--- src/rtl/z88_sram_arb_pkg.sv ---
// Shared state encoding, port indices and defaults for the Z88 SRAM arbiter.
package z88_sram_arb_pkg;

   typedef enum logic [1:0] {
      ST_IDLE   = 2'd0,
      ST_SETUP  = 2'd1,
      ST_ACCESS = 2'd2,
      ST_END    = 2'd3
   } arb_state_e;

   localparam logic PORT_CPU = 1'b0;
   localparam logic PORT_AUX = 1'b1;

   localparam int WAIT_CYCLES_DEFAULT = 1;

   // Select the addressed byte lane out of a 16-bit SRAM word.
   function automatic logic [7:0] lane_byte(input logic [15:0] word, input logic hi);
      return hi ? word[15:8] : word[7:0];
   endfunction

endpackage

--- src/rtl/z88_sram_arb_pick.sv ---
// Combinational winner select between the two requesters.
// The round-robin pointer (last granted port) is owned by the parent.
module z88_sram_arb_pick
   import z88_sram_arb_pkg::*;
(
   input  logic req0_i,
   input  logic req1_i,
   input  logic last_i,
   output logic gnt_vld_o,
   output logic gnt_port_o
);

   always_comb begin
      gnt_vld_o  = req0_i | req1_i;
      gnt_port_o = PORT_CPU;
      if (req0_i && req1_i) begin
         gnt_port_o = ~last_i;
      end else if (req1_i) begin
         gnt_port_o = PORT_AUX;
      end
   end

endmodule

--- src/rtl/z88_sram_arbiter.sv ---
// Two-port byte-wide arbiter in front of a 16-bit asynchronous SRAM.
// Define Z88_SRAM_ARB_RR_EN for round-robin arbitration; default is fixed priority to port 0.
module z88_sram_arbiter
   import z88_sram_arb_pkg::*;
#(
   parameter int ADDR_W      = 19,
   parameter int WAIT_CYCLES = WAIT_CYCLES_DEFAULT
) (
   input  logic              clk,
   input  logic              reset,
   input  logic              req0,
   input  logic              req1,
   input  logic              we0,
   input  logic              we1,
   input  logic [ADDR_W-1:0] a0,
   input  logic [ADDR_W-1:0] a1,
   input  logic [7:0]        di0,
   input  logic [7:0]        di1,
   output logic              ack0,
   output logic              ack1,
   output logic [7:0]        do0,
   output logic [7:0]        do1,
   output logic [ADDR_W-2:0] sram_addr,
   input  logic [15:0]       sram_dq_i,
   output logic [15:0]       sram_dq_o,
   output logic              sram_dq_oe,
   output logic              sram_ce_n,
   output logic              sram_oe_n,
   output logic              sram_we_n,
   output logic              sram_ub_n,
   output logic              sram_lb_n
);

   localparam logic [3:0] WAIT_L = 4'(WAIT_CYCLES);

   arb_state_e        state_q, state_d;
   logic [3:0]        cnt_q, cnt_d;
   logic              port_q, port_d;
   logic              we_q, we_d;
   logic              lane_q, lane_d;
   logic [ADDR_W-2:0] addr_q, addr_d;
   logic [15:0]       dq_o_q, dq_o_d;
   logic              dq_oe_q, dq_oe_d;
   logic              ce_n_q, ce_n_d, oe_n_q, oe_n_d, we_n_q, we_n_d;
   logic              ub_n_q, ub_n_d, lb_n_q, lb_n_d;
   logic              ack0_q, ack0_d, ack1_q, ack1_d;
   logic [7:0]        do0_q, do0_d, do1_q, do1_d;

   logic              gnt_vld, gnt_port, rr_last;
   logic              sel_we;
   logic [ADDR_W-1:0] sel_a;
   logic [7:0]        sel_di;

`ifdef Z88_SRAM_ARB_RR_EN
   logic rr_last_q;
   // Pointer holds the last granted port; reset value makes port 0 win the first collision.
   always_ff @(posedge clk) begin
      if (reset) begin
         rr_last_q <= PORT_AUX;
      end else if (state_q == ST_IDLE && gnt_vld) begin
         rr_last_q <= gnt_port;
      end
   end
   assign rr_last = rr_last_q;
`else
   assign rr_last = PORT_AUX;
`endif

   z88_sram_arb_pick u_pick (
      .req0_i     (req0),
      .req1_i     (req1),
      .last_i     (rr_last),
      .gnt_vld_o  (gnt_vld),
      .gnt_port_o (gnt_port)
   );

   assign sel_we = (gnt_port == PORT_AUX) ? we1 : we0;
   assign sel_a  = (gnt_port == PORT_AUX) ? a1  : a0;
   assign sel_di = (gnt_port == PORT_AUX) ? di1 : di0;

   // Next values describe the outputs of the state being entered, so every pin is a flop.
   always_comb begin
      state_d = state_q;
      cnt_d   = cnt_q;
      port_d  = port_q;
      we_d    = we_q;
      lane_d  = lane_q;
      addr_d  = addr_q;
      dq_o_d  = dq_o_q;
      dq_oe_d = dq_oe_q;
      ce_n_d  = 1'b1;
      oe_n_d  = 1'b1;
      we_n_d  = 1'b1;
      ub_n_d  = 1'b1;
      lb_n_d  = 1'b1;
      ack0_d  = 1'b0;
      ack1_d  = 1'b0;
      do0_d   = do0_q;
      do1_d   = do1_q;

      case (state_q)
         ST_IDLE: begin
            dq_oe_d = 1'b0;
            if (gnt_vld) begin
               state_d = ST_SETUP;
               port_d  = gnt_port;
               we_d    = sel_we;
               lane_d  = sel_a[0];
               addr_d  = sel_a[ADDR_W-1:1];
               dq_o_d  = {sel_di, sel_di};
               dq_oe_d = sel_we;
               ce_n_d  = 1'b0;
               ub_n_d  = ~sel_a[0];
               lb_n_d  = sel_a[0];
            end
         end
         ST_SETUP: begin
            state_d = ST_ACCESS;
            cnt_d   = WAIT_L;
            ce_n_d  = 1'b0;
            oe_n_d  = we_q;
            we_n_d  = ~we_q;
            ub_n_d  = ~lane_q;
            lb_n_d  = lane_q;
         end
         ST_ACCESS: begin
            ub_n_d = ~lane_q;
            lb_n_d = lane_q;
            if (cnt_q <= 4'd1) begin
               state_d = ST_END;
               if (port_q == PORT_CPU) begin
                  ack0_d = 1'b1;
                  if (!we_q) do0_d = lane_byte(sram_dq_i, lane_q);
               end else begin
                  ack1_d = 1'b1;
                  if (!we_q) do1_d = lane_byte(sram_dq_i, lane_q);
               end
            end else begin
               cnt_d  = cnt_q - 4'd1;
               ce_n_d = 1'b0;
               oe_n_d = we_q;
               we_n_d = ~we_q;
            end
         end
         ST_END: begin
            state_d = ST_IDLE;
            dq_oe_d = 1'b0;
         end
         default: state_d = ST_IDLE;
      endcase
   end

   always_ff @(posedge clk) begin
      if (reset) begin
         state_q <= ST_IDLE;
         cnt_q   <= 4'd0;
         port_q  <= PORT_CPU;
         we_q    <= 1'b0;
         lane_q  <= 1'b0;
         addr_q  <= '0;
         dq_o_q  <= 16'h0000;
         dq_oe_q <= 1'b0;
         ce_n_q  <= 1'b1;
         oe_n_q  <= 1'b1;
         we_n_q  <= 1'b1;
         ub_n_q  <= 1'b1;
         lb_n_q  <= 1'b1;
         ack0_q  <= 1'b0;
         ack1_q  <= 1'b0;
         do0_q   <= 8'h00;
         do1_q   <= 8'h00;
      end else begin
         state_q <= state_d;
         cnt_q   <= cnt_d;
         port_q  <= port_d;
         we_q    <= we_d;
         lane_q  <= lane_d;
         addr_q  <= addr_d;
         dq_o_q  <= dq_o_d;
         dq_oe_q <= dq_oe_d;
         ce_n_q  <= ce_n_d;
         oe_n_q  <= oe_n_d;
         we_n_q  <= we_n_d;
         ub_n_q  <= ub_n_d;
         lb_n_q  <= lb_n_d;
         ack0_q  <= ack0_d;
         ack1_q  <= ack1_d;
         do0_q   <= do0_d;
         do1_q   <= do1_d;
      end
   end

   assign ack0       = ack0_q;
   assign ack1       = ack1_q;
   assign do0        = do0_q;
   assign do1        = do1_q;
   assign sram_addr  = addr_q;
   assign sram_dq_o  = dq_o_q;
   assign sram_dq_oe = dq_oe_q;
   assign sram_ce_n  = ce_n_q;
   assign sram_oe_n  = oe_n_q;
   assign sram_we_n  = we_n_q;
   assign sram_ub_n  = ub_n_q;
   assign sram_lb_n  = lb_n_q;

endmodule
--- config.mk ---
export PLATFORM = sky130hd
export DESIGN_NAME = z88_sram_arbiter
export DESIGN_NICKNAME = d
export VERILOG_FILES = /design/src/rtl/z88_sram_arb_pkg.sv /design/src/rtl/z88_sram_arb_pick.sv /design/src/rtl/z88_sram_arbiter.sv
export SDC_FILE = /design/constraint.sdc
export NUM_CORES = 1
export LEC_CHECK = 0
export CAP_MARGIN = 20
export CORE_MARGIN = 2
export CORE_UTILIZATION = 34
export CTS_BUF_LIST = sky130_fd_sc_hd__clkbuf_8
export DETAILED_ROUTE_END_ITERATION = 16
export DONT_BUFFER_PORTS = 1
export PLACE_DENSITY_LB_ADDON = 0.2
export SLEW_MARGIN = 15
export SYNTH_ARGS = -nofsm -noshare
export SYNTH_HDL_FRONTEND = slang
export SYNTH_SLANG_ARGS = --single-unit
--- constraint.sdc ---
create_clock -name clk -period 5.55 [get_ports clk]
set_input_delay 0.8325 -clock clk [delete_from_list [all_inputs] [get_ports clk]]
set_output_delay 0.8325 -clock clk [all_outputs]
set_load 0.02 [all_outputs]
==> summary.md, run 1 <==
| Metric | Value |
|---|---|
| Slew of the pin with the lowest slew margin | `0.871 ns` |
| Layout overhead on the synthesized area | `8.69%` |
| Leak pwr | `1.25 nW` |
| Number of search-and-repair iterations in the first detailed-routing pass | `4` |
| Final hold viol count | `0` |
| Pre-CTS setup slack | `3.27 ns` |
| Register share of total power | `0.475` |
| Fraction of final layout cells with drive strength greater than 1 | `0.144` |
| Global-route total usage across every layer | `0.139` |
| Power density over cell area | `567 nW/um^2` |
| Pint | `1.01 mW` |
| HPWL reported at the end of detailed placement | `4.20 mm` |
| Clock root buffer | `clkbuf_8` |
| Endpoint of the worst hold-timing path | `cnt_q[0]` |
| Clock transition at the registers of the reported paths | `0.07 ns` |
| Std-Cell Rows | `32` |
| GR Overflow Total | `0` |
| Total Nets Final | `349` |
| Die boundary height | `93.7 um` |
| Detailed router's first-iteration violation count | `52` |
| Worst hold path depth | `2` |
| Count of input and output buffers | `0` |
| Synthesis warning total | `0` |
| Required time of the worst setup path | `5.77 ns` |
| Cell with the largest stage delay on the worst path | `nor4b_4` |
| Number of violations of the max-capacitance limit | `0` |
| Count of instances resized after the clock tree is built | `0` |
| Share of total power in the clock network | `0.263` |
| Synthesized Nets | `364` |
| Total clock sinks | `59` |
| Hold_ws | `0.495 ns` |
| Worst slew margin relative to its limit | `0.419` |
| Crit Path Max Fanout | `8` |
| Level count of the clock H-tree | `3` |
| Peak VDD IR | `217 uV` |
| Max-slew violation count | `0` |
| Result of the run | `finished clean` |
| Startpoint of the lowest-slack hold path | `cnt_q[0]` |
| Element type at the critical path start | `register` |
| Max clock buf depth | `2` |
| Aggregate negative setup slack | `0 ns` |
| Number of failing setup endpoints in the final timing report | `0` |
| GPL Wtd Cong | `0.723` |
| Portion of the clock cycle consumed by the worst path in the final layout | `0.377` |
| Kind of critical path | `register to register` |
| Most used flip-flop cell after synthesis | `dfxtp_1` |
| Initial antenna violation count | `0` |
| Initial Util | `0.352` |
| Area of the core region | `7770 um^2` |
| Number of enable flip-flop cells after synthesis | `0` |
| Terminus of the critical flop-to-flop path | `do0[6]` |
| Sequential cell area fraction in the yosys report | `0.432` |
| Total number of vias | `1899` |
| Slack of the critical path | `3.46 ns` |
| Final critical-path required period | `2.09 ns` |
| Net switching power | `0.673 mW` |
| Fraction of registers with async set or reset after synthesis | `0` |
| Skew final | `0.00708 ns` |
| Combined area of all synthesized cells | `2740 um^2` |
| Worst skew pair latency | `0.33 ns` |
| Die X-Extent | `93.7 um` |
| Synthesized netlist cell count | `281` |
| Cell variety after synth | `35` |
| Crit path cell chain | `inv_1, ha_1, nor2_1, nor3_2, nor4b_4, mux2_2` |
| Proportion of total power due to net switching | `0.399` |
| Final Instance Area | `2970 um^2` |
| Vias per inst | `5.10` |
| Final routed wire length divided by cell count | `15.9 um` |
| Total of flip-flops plus latches after synthesis | `59` |
| Combinational fraction of design power | `0.262` |
| Post-detailed-route count of antenna-violating nets | `0` |
| Unrepaired setup endpoints after global routing | `false` |
| I/O pin cnt | `134` |
| R2R setup slack | `3.46 ns` |
| Largest net degree at the start of global routing | `66` |
| R2R cell count | `6` |
| First-pass GRT wire length | `9.18 mm` |
| CTS tree | `done` |
| Worst reg2reg startpoint | `cnt_q[0]` |
| Post-synthesis area per instance | `9.73 um^2` |
| Post-Place Cell Area | `2730 um^2` |
| Total power after layout | `1.69 mW` |
| Num CTS Buffers | `9` |
| Vias in the first global route | `1794` |
| Worst endpoint data arrival time | `2.31 ns` |
| Post-CTS setup buffer count | `0` |
| Antenna fix cells | `0` |
| Critical Path Start | `cnt_q[0]` |
| Type of the worst min-delay path | `register to register` |
| Slowest stage delay, CP | `0.62 ns` |
| Die footprint | `8780 um^2` |
| Fmax | `478 MHz` |
| Worst setup EP type | `register` |
| Detailed Route WL | `5.91 mm` |
| Hold_buf cts | `0` |
| Residual DRC | `0` |
[cells by family (layout without fill, tap and decap cells)]
group | after synthesis | count (layout) | synth area share
buf+inv | 34 | 23 | 0.0627
compound gates | 48 | 48 | 0.124
flops | 59 | 59 | 0.432
mux | 52 | 52 | 0.198
simple gates | 81 | 81 | 0.151
fa+ha+maj | 7 | 7 | 0.0320
[worst max-delay path by stage]
stage,to,slack [ns],depth (start not counted)
floorplan,ack0,3.68,4
global placement,sram_ub_n,3.34,3
detailed placement,sram_ub_n,3.27,3
CTS,sram_dq_o[11],3.38,6
global route,do0[3],3.32,6
finish,do0[6],3.46,6
[layout make-up]
cell class | instances | area, um^2
fillers | 812 | 4790
clock buffers | 11 | 151
repair buffers | 1 | 20.0
inverters | 7 | 26.3
clock inverters | 4 | 73.8
flip-flops and latches | 59 | 1180
multi-input cells | 188 | 1390
well taps | 102 | 128
[flip-flops by register name, summed over array words and instances, names as in the netlist, 2 cells and up]
| signal | count |
|---|---|
| state_q | 2 |
| cnt_q | 4 |
| do0 | 8 |
| do1 | 8 |
| sram_addr | 18 |
| sram_dq_o | 8 |
[cell usage in the layout (no fill, tap or decap), types with 4 or more instances in the layout]
cell type	instances
o21ai_0	4
ha_1	7
mux2_2	17
clkbuf_8	11
nand2_1	5
dfxtp_1	59
nor2b_1	17
nor2_1	42
inv_1	6
mux2i_1	35
a211oi_1	28
a21oi_1	8
[stage by stage]
stage,cells,util
after global routing,372,0.383
after global placement,356,0.351
after floorplan,281,-
final,372,0.383
after detailed placement,356,0.351
after CTS,371,0.380
[power groups by stage]
stage                     clock network, mW  logic (mW)  registers [mW]
after floorplan                           0       0.434           0.742
after global placement                    0       0.424           0.812
after detailed placement                  0       0.432           0.813
after CTS                             0.461       0.433           0.805
after global routing                  0.484       0.501           0.821
final                                 0.444       0.441           0.801
[routing by layer]
metal / vias up / routed length, um / GRT usage
li1: 959 / - / -
met1: 845 / 2540 / 0.168
met2: 88 / 2730 / 0.210
met3: 7 / 582 / 0.0666
met4: 0 / 60 / 0.0592
met5: - / 0 / 0
[synthesized netlist by cell type, drive strengths merged (2+ instances only)]
cell | count | area [um^2]
mux2 | 17 | 191
a211oi | 28 | 210
mux2i | 35 | 350
buf | 16 | 104
nand2 | 5 | 18.8
nand2b | 3 | 18.8
nor2 | 43 | 161
ha | 7 | 87.6
dfxtp | 59 | 1180
clkbuf | 11 | 41.3
inv | 7 | 26.3
o21ai | 4 | 20.0
nor3 | 3 | 20.0
a21oi | 8 | 40.0
nor3b | 2 | 15.0
a211o | 2 | 17.5
nor2b | 17 | 106
[critical path: cells and delay by family (launching register included)]
family        cells  cell delay [ns]
simple gates      3             0.94
mux               1             0.40
flops             1             0.34
fa+ha+maj         1             0.21
buf+inv           1             0.09
(Power assumes the default switching activity.)
==> run 2: changes to the inputs <==
==> constraint.sdc (replaced) <==
create_clock -name clk -period 2 [get_ports clk]
set_input_delay 0.3 -clock clk [delete_from_list [all_inputs] [get_ports clk]]
set_output_delay 0.3 -clock clk [all_outputs]
set_load 0.02 [all_outputs]
==> run 2 against run 1 <==
Compared with the run above:
- register-to-register slack got worse by 3.3 ns
- die area unchanged
- sequential share of layout area rose by 0.10 points
- flip-flop and latch count unchanged
- worst hold slack got worse by 0.45 ns
- sequential power increased to 2.8 times the previous value
- critical path depth stayed put
- cell count up 1.6%
- combinational power grew to 3.0 times the previous value
==> summary.md, run 2 (synthesis gave the netlist of run 1 again) <==
| Metric | Value |
|---|---|
| Post-detailed-route count of antenna-violating nets | `0` |
| Number of failing setup endpoints in the final timing report | `0` |
| R2R setup slack | `0.14 ns` |
| Required time of the worst setup path | `2.24 ns` |
| Number of buffer and inverter instances along the worst setup path | `2` |
| Global routing usage on met2 | `0.216` |
| Global routing usage on met1 | `0.169` |
| Std-Cell Rows | `32` |
| Clock root buffer | `clkbuf_8` |
| GR Layer Usage met3 | `0.0594` |
| Endpoint of the worst hold-timing path | `sram_addr[1]` |
| Antenna fix cells | `0` |
| Worst slew margin relative to its limit | `0.590` |
| Slowest stage delay, CP | `0.59 ns` |
| GPL Wtd Cong | `0.844` |
| Die X-Extent | `93.7 um` |
| Post-Place Cell Area | `2790 um^2` |
| CTS tree | `done` |
| Area of the core region | `7770 um^2` |
| Top library cells by usage in the layout, fill and taps aside | `59 x dfxtp_1, 41 x nor2_1, 35 x mux2i_1` |
| Final routed wire length divided by cell count | `15.7 um` |
| Level count of the clock H-tree | `3` |
| Worst hold path depth | `1` |
| Slack of the critical path | `0.136 ns` |
| Max FFs per register | `18` |
| HPWL reported at the end of detailed placement | `4.21 mm` |
| Skew final | `0.00849 ns` |
| Pre-CTS setup slack | `0.124 ns` |
| Power density over cell area | `1510 nW/um^2` |
| Total clock sinks | `59` |
| Finished Layout Cells | `378` |
| Num CTS Buffers | `9` |
| Final hold viol count | `0` |
| Number of search-and-repair iterations in the first detailed-routing pass | `4` |
| Vias in the first global route | `1885` |
| Die boundary height | `93.7 um` |
| Kind of critical path | `register to register` |
| R2R cell count | `6` |
| Slew of the pin with the lowest slew margin | `0.607 ns` |
| Worst skew pair latency | `0.33 ns` |
| Portion of the clock cycle consumed by the worst path in the final layout | `0.932` |
| Worst endpoint data arrival time | `2.11 ns` |
| Global-route total usage across every layer | `0.140` |
| Vias per inst | `5.10` |
| Element type at the critical path start | `register` |
| Total power after layout | `4.46 mW` |
| Detailed Route WL | `5.92 mm` |
| Cell with the largest stage delay on the worst path | `or4_1` |
| Fraction of final layout cells with drive strength greater than 1 | `0.170` |
| First-pass GRT wire length | `9.35 mm` |
| Hold_ws | `0.0413 ns` |
| Total Nets Final | `355` |
| Count of input and output buffers | `0` |
| Final Instance Area | `2970 um^2` |
| Startpoint of the lowest-slack hold path | `reset` |
| Detailed router's first-iteration violation count | `56` |
| Worst reg2reg startpoint | `state_q[0]` |
| I/O pin cnt | `134` |
| Total number of vias | `1926` |
| Terminus of the critical flop-to-flop path | `cnt_q[1]` |
| Final Util | `0.382` |
| GR peak layer | `met2` |
| Post-CTS setup buffer count | `0` |
| Clock transition at the registers of the reported paths | `0.07 ns` |
| Die footprint | `8780 um^2` |
| Initial antenna violation count | `0` |
| Initial Util | `0.352` |
| Max clock buf depth | `2` |
| Worst setup EP type | `register` |
| Most common cell after layout, fill and taps aside | `dfxtp_1` |
| Layout overhead on the synthesized area | `8.42%` |
| Residual DRC | `0` |
| Placed Cells incl. Taps | `363` |
| Leak pwr | `1.25 nW` |
| Top cell family by delay on the critical path | `simple AND/OR/NAND/NOR gates` |
| Largest net degree at the start of global routing | `66` |
| GR Overflow Total | `0` |
| Max-slew violation count | `0` |
| Unrepaired setup endpoints after global routing | `false` |
| Fmax | `536 MHz` |
| Number of violations of the max-capacitance limit | `0` |
| Result of the run | `finished clean` |
| Crit Path Max Fanout | `6` |
| Peak VDD IR | `623 uV` |
| Crit path cell chain | `inv_1, ha_2, inv_2, or4_1, a211o_1, o31ai_1` |
| Aggregate negative setup slack | `0 ns` |
| Final critical-path required period | `1.86 ns` |
| Type of the worst min-delay path | `input port to register` |
-- run 2: changes by cell type in the layout (fill, tap and decap cells not counted) --
cell	before	now
nor2_1	42	41
clkinvlp_4	0	2
ha_1	7	6
clkinv_4	1	0
clkinv_2	1	3
buf_4	0	6
clkbuf_8	11	10
nor2_2	0	1
bufinv_16	2	0
ha_2	0	1
-- run 2: worst reg2reg max path: stages (launching register included) --
cell and delay (ns):
dfxtp_1 0.35, inv_1 0.12, ha_2 0.24, inv_2 0.09, or4_1 0.59, a211o_1 0.33
o31ai_1 0.06
-- run 2: repair_timing --
action | in CTS | in global routing
gates resized for setup | 0 | 2
hold buffers | 0 | 0
endpoints found under the setup margin | 0 | 2
-- run 2: final cells by class --
cell class / instances / area, um^2
Inverter: 7 / 26.3
Fill cell: 798 / 4800
Multi-Input combinational cell: 188 / 1400
Sequential cell: 59 / 1180
Clock buffer: 10 / 138
Tap cell: 102 / 128
Timing Repair Buffer: 7 / 65.1
Clock inverter: 5 / 30.0
-- run 2: power by group --
part / internal (mW) / total [mW] / switching (mW)
logic: 0.589 / 1.32 / 0.730
registers: 1.51 / 2.21 / 0.694
clock network: 0.469 / 0.937 / 0.468
total: 2.57 / 4.46 / 1.89
-- run 2: metal layers --
layer | vias up | share of wire
met4 | 0 | 0.014
met2 | 100 | 0.47
met5 | - | 0
li1 | 961 | -
met3 | 6 | 0.098
met1 | 859 | 0.42
-- run 2: worst max path at each step --
stage                          start  cells past startpoint  endpoint
after CTS                 state_q[0]                      6  cnt_q[1]
after global routing      state_q[0]                      6  cnt_q[1]
after floorplan           state_q[0]                      7  cnt_q[1]
after detailed placement  state_q[0]                      6  cnt_q[1]
final                     state_q[0]                      6  cnt_q[1]
after global placement    state_q[0]                      6  cnt_q[1]
